### src/rtl/mem_align_seq.sv
// Misaligned-access sequencer between EX/MEM and MEM. With `MEM_ALIGN_SPLIT_EN defined, misaligned
// H/W accesses are split into byte beats; otherwise they are flagged and suppressed.
module mem_align_seq #(
  parameter int ADDR_W = 32
) (
  input  logic              clk,
  input  logic              rst_n,
  input  logic [ADDR_W-1:0] Address,
  input  logic [31:0]       RD2_EXEMEM_out,
  input  logic [1:0]        Mem_Control,
  input  logic [2:0]        funct3,
  input  logic [31:0]       Mem_Read_Data,
  output logic [ADDR_W-1:0] Mem_Address,
  output logic [31:0]       Mem_Write_Data,
  output logic [1:0]        Mem_Control_out,
  output logic [2:0]        Mem_funct3,
  output logic [31:0]       Read_Data,
  output logic              stall,
  output logic              misaligned
);

  logic is_half_s;
  logic is_word_s;
  logic mis_s;

  // Access size decode and misalignment detection
  always_comb begin
    is_half_s = 1'b0;
    is_word_s = 1'b0;
    case (funct3)
      3'b001, 3'b101: is_half_s = 1'b1;
      3'b010:         is_word_s = 1'b1;
      default: begin
        is_half_s = 1'b0;
        is_word_s = 1'b0;
      end
    endcase
    mis_s = Mem_Control[0] & ((is_half_s & Address[0]) |
                              (is_word_s & (Address[1:0] != 2'b00)));
  end

`ifdef MEM_ALIGN_SPLIT_EN

  typedef enum logic {IDLE = 1'b0, SPLIT = 1'b1} state_t;

  state_t      state_r;
  logic [1:0]  k_r;
  logic [23:0] buf_r;
  logic [1:0]  beat_s;
  logic [1:0]  last_s;
  logic        active_s;
  logic [7:0]  store_byte_s;
  logic [15:0] half_s;

  // Current beat index and store byte lane for that beat
  always_comb begin
    beat_s   = (state_r == SPLIT) ? k_r : 2'd0;
    last_s   = is_word_s ? 2'd3 : 2'd1;
    active_s = (state_r == SPLIT) | mis_s;
    half_s   = {Mem_Read_Data[7:0], buf_r[7:0]};
    case (beat_s)
      2'd0:    store_byte_s = RD2_EXEMEM_out[7:0];
      2'd1:    store_byte_s = RD2_EXEMEM_out[15:8];
      2'd2:    store_byte_s = RD2_EXEMEM_out[23:16];
      2'd3:    store_byte_s = RD2_EXEMEM_out[31:24];
      default: store_byte_s = 8'h00;
    endcase
  end

  // Split FSM, beat counter and load byte buffer (the last byte is never buffered)
  always_ff @(posedge clk) begin
    if (!rst_n) begin
      state_r <= IDLE;
      k_r     <= 2'd0;
      buf_r   <= 24'h000000;
    end else begin
      case (state_r)
        IDLE: begin
          if (mis_s) begin
            state_r     <= SPLIT;
            k_r         <= 2'd1;
            buf_r[7:0]  <= Mem_Read_Data[7:0];
          end
        end
        SPLIT: begin
          if (k_r == last_s) begin
            state_r <= IDLE;
            k_r     <= 2'd0;
          end else begin
            k_r <= k_r + 2'd1;
            case (k_r)
              2'd1:    buf_r[15:8]  <= Mem_Read_Data[7:0];
              2'd2:    buf_r[23:16] <= Mem_Read_Data[7:0];
              default: buf_r        <= buf_r;
            endcase
          end
        end
        default: begin
          state_r <= IDLE;
          k_r     <= 2'd0;
        end
      endcase
    end
  end

  // Output steering: pass-through unless a split is in progress
  always_comb begin
    Mem_Address     = Address;
    Mem_Write_Data  = RD2_EXEMEM_out;
    Mem_Control_out = Mem_Control;
    Mem_funct3      = funct3;
    Read_Data       = Mem_Read_Data;
    stall           = 1'b0;
    misaligned      = 1'b0;
    if (active_s) begin
      Mem_Address     = Address + ADDR_W'(beat_s);
      Mem_Control_out = {Mem_Control[1], 1'b1};
      Mem_funct3      = Mem_Control[1] ? 3'b000 : 3'b100;
      Mem_Write_Data  = {24'h000000, store_byte_s};
      stall           = (beat_s != last_s);
      if (Mem_Control[1]) begin
        Read_Data = 32'h00000000;
      end else if (is_word_s) begin
        Read_Data = {Mem_Read_Data[7:0], buf_r};
      end else if (funct3 == 3'b001) begin
        Read_Data = {{16{half_s[15]}}, half_s};
      end else begin
        Read_Data = {16'h0000, half_s};
      end
    end else begin
      stall = 1'b0;
    end
    if (!rst_n) begin
      Mem_Control_out = 2'b00;
      stall           = 1'b0;
    end else begin
      misaligned = 1'b0;
    end
  end

`else

  // No sequential state in this build; the clock is intentionally unused
  logic unused_clk_s;
  assign unused_clk_s = clk;

  // Suppress and flag misaligned accesses, pass everything else through
  always_comb begin
    Mem_Address     = Address;
    Mem_Write_Data  = RD2_EXEMEM_out;
    Mem_Control_out = Mem_Control;
    Mem_funct3      = funct3;
    Read_Data       = Mem_Read_Data;
    stall           = 1'b0;
    misaligned      = mis_s & rst_n;
    if (mis_s) begin
      Mem_Control_out = 2'b00;
      Read_Data       = 32'h00000000;
    end else begin
      Read_Data = Mem_Read_Data;
    end
    if (!rst_n) begin
      Mem_Control_out = 2'b00;
    end else begin
      stall = 1'b0;
    end
  end

`endif

endmodule

### config.mk
export PLATFORM = sky130hd
export DESIGN_NAME = mem_align_seq
export DESIGN_NICKNAME = d
export VERILOG_FILES = /design/src/rtl/mem_align_seq.sv
export SDC_FILE = /design/constraint.sdc
export NUM_CORES = 1
export LEC_CHECK = 0
export ABC_AREA = 1
export CORE_AREA = 2 2 79 81
export DETAILED_ROUTE_END_ITERATION = 8
export DIE_AREA = 0 0 81 83
export PLACE_DENSITY = 0.69
export SYNTH_ARGS = -nofsm -noshare
export SYNTH_HDL_FRONTEND = slang
export SYNTH_SLANG_ARGS = --single-unit
### constraint.sdc
create_clock -name vclk -period 1.91
set_input_delay 0.382 -clock vclk [all_inputs]
set_output_delay 0.382 -clock vclk [all_outputs]
set_load 0.005 [all_outputs]
### Word level (Yosys, flattened, before mapping)

Index checks and enable logic that the tools add are counted.

* equal/unequal tests: 3
* multiplexer cells: 5
* bitwise logic cells: 5
* reduce and logical (&&, ||, !) cells: 2

Operators by type and width (number)
* $mux W32: 1
* $and A1 B1 Y1: 4
* $mux W2: 2
* $eq A3 B1 Y1 const B: 1
* $eq A3 B2 Y1 const B: 1
* $eq A3 B3 Y1 const B: 1
* $mux W1: 2
* $reduce_bool A2 Y1: 1
* $reduce_or A2 Y1: 1
* $or A1 B1 Y1: 1

* word-level logic and storage cells: 15
* output and inout port bits: 103
* bits in registers: 0

### Logic depth before layout (Yosys ltp)

Gate-level depths: netlist of run 1.

* word-level depth: 8
* mapped depth: 7
* gate-level depth less buffers: 6

### Worst setup path before layout of run 1

Ideal clock, no wire load.

* path type: input-to-output
* from: input port Address[1]
* to: output port Read_Data[10]
* data required time: 1.528 ns
* slack: 0.563 ns
* arrival time: 0.965 ns
* path buffers: 1
* cell stages on the path: 5
* cells stage by stage: a21o_2 nand3_4 buf_8 nand2_2 inv_2

* word-level cells in the longest chain between the ends: 5

RTL lines
* from (decl): line 8 `input logic [ADDR_W-1:0] Address,`
* $reduce_bool A2 Y1: line 39 `(is_word_s & (Address[1:0] != 2'b00)));`
* $and A1 B1 Y1: line 39
* $or A1 B1 Y1: line 38 `mis_s = Mem_Control[0] & ((is_half_s & Address[0]) |`
* $and A1 B1 Y1: line 38
* $mux W32: line 156 `if (mis_s) begin`
* to (decl): line 17 `output logic [31:0] Read_Data,`

Every way passes these cells.

### Worst setup path in the final report of run 1

* from: input port Address[0]
* to: output port Read_Data[28]

* word-level cells in the longest chain between the ends: 5
* elaborated cells on any way between the ends: 6
* those cells by class: mux: 1; bitwise: 4; reduce/logical: 1

RTL lines (line)
* $reduce_bool A2 Y1: 39
* $and A1 B1 Y1: 39
* $or A1 B1 Y1 *: 38
* $and A1 B1 Y1 *: 38
* $mux W32 *: 156

Every way passes the cells marked *; elsewhere a longest branch is shown, timed or not.

==> results of run 1 <==
-- worst max-delay path: stages --
cell	delay [ns]
clkdlybuf4s15_1	0.18
a21o_2	0.22
nand3_4	0.13
buf_12	0.13
buf_16	0.12
nand2_1	0.05
inv_1	0.04
clkdlybuf4s15_1	0.19
-- routing by layer --
layer / track usage (%) / up-vias / routed length (um)
li1: - / 394 / -
met1: 7.582 / 332 / 811
met2: 12.25 / 77 / 1153
met3: 3.478 / 34 / 489
met4: 4.622 / 0 / 180
met5: 0 / - / 0
-- worst paths after layout --
path	to	slack (ns)	cells past startpoint	from
hold / removal	Mem_Address[30]	0.76	0	Address[30]
setup / recovery	Read_Data[28]	0.08	8	Address[0]
-- what timing repair did --
item,in CTS,in global routing
buffers inserted,7,0
pin swaps,4,2
resized for setup,128,8
hold buffers,0,0
setup endpoints to repair,35,10
cloned,3,0
-- final cells by class --
type,count,area share [%]
inverter,37,10.30
multi-input combinational,44,17.72
tap,75,6.957
timing repair buffer,92,65.03
-- cells by family (layout without fill, tap and decap cells) --
logic type | after synthesis | in the layout | share of synthesized area [%]
compound gates | 2 | 2 | 1.527
other cells | 1 | 1 | 0.4163
buf+inv | 108 | 129 | 76.25
simple gates | 41 | 41 | 21.81
-- cells in the final DEF, fill, tap and decap left out --
cell type        instances
buf_2                   18
clkbuf_2                 7
buf_4                    4
a21o_2                   1
buf_12                   4
a21oi_1                  1
inv_2                   12
conb_1                   1
clkdlybuf4s50_1         39
buf_16                   3
buf_6                    1
nand2_4                  3
nor2_1                   1
inv_1                   25
clkdlybuf4s15_1         12
nand3_4                  1
dlygate4sd2_1            3
nand2_1                 25
nand3_2                  1
nand2_2                 10
clkdlybuf4s15_2          1
-- where the power goes --
part | internal, mW | leakage [nW] | switching, mW
Combinational | 0.180 | 0.802 | 0.0986
Sequential | 0 | 0 | 0
Clock | 0 | 0 | 0
Total | 0.180 | 0.802 | 0.0986
-- metrics by stage --
| stage | utilization [%] | std cells | hold slack (ns) | TNS, ns |
|---|---|---|---|---|
| 6_report | 23.19 | 248 | 0.7640 | 0 |
| 5_1_grt | 23.19 | 248 | 0.7640 | -0.00007061 |
| 4_1_cts | 23.90 | 249 | 0.7640 | 0 |
| 3_5_place_dp | 22.05 | 239 | 0.7640 | -15.66 |
| 3_3_place_gp | 22.05 | 239 | 0.7640 | -14.91 |
| 2_1_floorplan | - | 152 | 0.8376 | 0 |
==> metrics.txt, run 1 <==
Mapped Avg Cell Area roughly 5.9 um2; Netlist cell types 13; critical path arrival 1.45 ns; total core area 0.005816 mm2; Design Power around 280 uW; cell area after layout approximately 0.0013 mm2; post-synthesis sequential area ratio 0%; chip height roughly 83 um; vias in the first global route around 860; clock buf count 0; CP Data Required Time roughly 1.5 ns; worst slack at placement -0.4794 ns; Peak VDD IR between 50 and 60 uV; Ports between 200 and 250; DRT Pass-1 Iters 2; top-count cell post-synth buf_4; setup slack after layout ~0.083 ns; number of fill cells between 600 and 700; Yosys top cell area share a little under three fifths; synthesis-to-layout area growth 49.72%; Total GRT Usage under 10%; total grt overflow 0; max-cap violations 0; Lkg Pwr about 0.8 nW; Synth Instances around 150; multi-input logic area approximately 240 um2; Syn. warnings 0; Post-Route WL ~2600 um; initial antenna violation count 0; Initial Util between 10% and 20%; GP Congestion between 0.5 and 0.6; FP Rows 28; Die ar. 0.006723 mm2; final hold violation count 0; Mapped Area approximately 900 um2; largest net degree at the start of global routing 9; DIE WIDTH 81 um; top cells by area, synth buf_4 57%, inv_1 11%, nand2_1 11%, nand2_2 7.6%, inv_2 4.2%; Vias/cell 3.375; Area after DPL roughly 0.0013 mm2; post-synth top area cell buf_4; Seq cells 0; first-pass GRT wire length just over 4000 um; Final Cycle Share 95.68%; max-slew violation count 0; Period minus WS final 1.827 ns; share of layout cells above drive strength 1 approximately two fifths; # DRC 0; Hold Path Class input port to output pin; synth cell count leaders 68 x buf_4, 27 x inv_1, 27 x nand2_1; via count approximately 840; power per cell area 206.4 mW/mm2; Iteration-0 DRC Markers 3; Setup violations, final 0; Post-Synthesis Net Count between 200 and 300; ant diodes 0; fmax roughly 0.55 GHz; Final #Nets between 200 and 300; Reg area 0 um2; status finished, final reports clean; Startpoint Class input port; Detail Route Antenna Nets 0; nature of the critical path endpoint output pin; critical path class input port to output pin; Avg WL per Cell 10.63 um; port bufs 80; hpwl dp just over 2000 um; worst-path maximum fanout 7
Note: power is estimated with default switching activity, not from simulation.
==> run 2: changes to the inputs <==
--- a/config.mk
+++ b/config.mk
@@ -9,7 +9,7 @@
 export CORE_AREA = 2 2 79 81
 export DETAILED_ROUTE_END_ITERATION = 8
 export DIE_AREA = 0 0 81 83
-export PLACE_DENSITY = 0.69
+export PLACE_DENSITY = 0.7
 export SYNTH_ARGS = -nofsm -noshare
 export SYNTH_HDL_FRONTEND = slang
 export SYNTH_SLANG_ARGS = --single-unit
==> metrics.txt, run 2 (same netlist as run 1, synthesis figures left out) <==
share of layout cells above drive strength 1 30.46% (was 38.15%); hold depth 0 (unchanged); crit-path cells buf_4, inv_1, nand2_1, nand2_2, nand3_4, buf_6, buf_12, buf_16, nand2_4, inv_2, clkdlybuf4s15_2 (was clkdlybuf4s15_1, a21o_2, nand3_4, buf_12, buf_16, nand2_1, inv_1, clkdlybuf4s15_1); number of fill cells 647 (was 660); Final #Nets 279 (was 278); critical path class input port to output pin (unchanged); RSZ-0062 raised after global routing no; Lkg Pwr 0.8416 nW (was 0.8018 nW); DRT Pass-1 Iters 2 (unchanged); fmax 0.5397 GHz (was 0.5472 GHz); cell area after layout 0.001433 mm2 (was 0.001349 mm2); Reg area 0 um2 (unchanged); Final Cycle Share 97.00% (was 95.68%); Hold EP Mem_Address[31] (was Mem_Address[30]); vias in the first global route 845 (was 856); hold path start Address[31] (was Address[30]); Ports 206 (unchanged); Seq cells 0 (unchanged); commonest non-fill, non-tap cells in the layout 39 x clkdlybuf4s50_1, 26 x nand2_1, 25 x inv_1, 19 x dlygate4sd2_1, 12 x inv_2 (was 39 x clkdlybuf4s50_1, 25 x inv_1, 25 x nand2_1, 18 x buf_2); initial antenna violation count 0 (unchanged); power per cell area 203.6 mW/mm2 (was 206.4 mW/mm2); DIE WIDTH 81 um (unchanged); total grt overflow 0 (unchanged); largest net degree at the start of global routing 10 (was 9); clock buf count 0 (unchanged); utilization after layout 24.63% (was 23.19%); FP Rows 28 (unchanged); Area after DPL 0.001303 mm2 (was 0.001282 mm2); Die ar. 0.006723 mm2 (unchanged); worst hold margin 0.7640 ns (unchanged); nature of the critical path endpoint output pin (unchanged); Hold Path Class input port to output pin (unchanged); worst-path maximum fanout 4 (was 7); CP Data Required Time 1.53 ns (about the same); Setup violations, final 0 (unchanged); Initial Util 15.49% (unchanged); Post-Route WL 2794 um (was 2635 um); Startpoint Class input port (unchanged); commonest non-fill, non-tap cell in the layout clkdlybuf4s50_1 (unchanged); status finished, final reports clean (unchanged); Iteration-0 DRC Markers 4 (was 3); Worst path slowest cell clkdlybuf4s15_2 (was a21o_2); CP bufs+invs 7 (was 5); Detail Route Antenna Nets 0 (unchanged); via count 857 (was 837); GP Congestion 0.5932 (was 0.5999); multi-input logic area 247.7 um2 (was 239.0 um2); Period minus WS final 1.853 ns (was 1.827 ns); Post-Layout Cell Count 249 (was 248); max-cap violations 0 (unchanged); Vias/cell 3.442 (was 3.375); CP top delay family buffers and inverters (unchanged); Critical Path Max Stage Delay 0.19 ns (was 0.22 ns); ant diodes 0 (unchanged); synthesis-to-layout area growth 59.03% (was 49.72%); critical path arrival 1.47 ns (was 1.45 ns); hpwl dp 2141 um (was 2037 um); final hold violation count 0 (unchanged); port bufs 80 (unchanged); # DRC 0 (unchanged); total core area 0.005816 mm2 (unchanged); Peak VDD IR 59.59 uV (was 51.03 uV); placed insts 240 (was 239); chip height 83 um (unchanged); Avg WL per Cell 11.22 um (was 10.63 um); Total GRT Usage 7.363% (was 7.495%); first-pass GRT wire length 3960 um (was 4133 um); max-slew violation count 0 (unchanged)
==> run 2: cell count changes in the layout (fill, tap and decap cells not counted), sizes merged <==
cell / delta
dlygate4sd2: +16
buf: -10
clkdlybuf4s15: -3
clkbuf: -2
==> run 2: area by class of cell <==
cell class	count	share of cell area, %
repair buffers	93	66.46
multi-input cells	44	17.29
well taps	75	6.550
inverters	37	9.694
==> run 2: where the power goes <==
group | total (mW) | internal (mW) | switching, mW
logic | 0.292 | 0.191 | 0.101
clock network | 0 | 0 | 0
registers | 0 | 0 | 0
total | 0.292 | 0.191 | 0.101
==> run 2: worst max path at each step <==
stage               cells after the start             to  slack, ns  startpoint
floorplan                               5  Read_Data[10]       0.56  Address[1]
global placement                        7  Read_Data[28]      -0.41   funct3[1]
detailed placement                      7  Read_Data[24]      -0.44   funct3[1]
CTS                                     9   Read_Data[9]       0.01  Address[0]
global route                           11   Read_Data[4]      0.004   funct3[1]
finish                                 11   Read_Data[4]       0.06   funct3[1]
==> run 2: metal layers <==
metal	routed length, um	GRT usage, %	vias up
li1	-	-	395
met1	835	6.536	352
met2	1218	12.40	78
met3	464	2.826	32
met4	276	6.780	0
met5	0	0	-
==> run 2: through the flow <==
step           power, mW  TNS [ns]  worst slack, ns
2_1_floorplan     0.1929         0           0.5631
3_3_place_gp      0.2832    -13.52          -0.4077
3_5_place_dp      0.2871    -14.53          -0.4438
4_1_cts           0.2997         0          0.01043
5_1_grt           0.3209         0         0.003532
6_report          0.2917         0          0.05728
==> run 2: what timing repair did <==
action / in CTS / in global routing
hold buffers: 0 / 0
pin swaps: 4 / 1
endpoints found under the hold margin: 0 / 0
buffers inserted: 6 / 0
endpoints found under the setup margin: 35 / 9
resized for setup: 90 / 9
gates cloned: 3 / 0
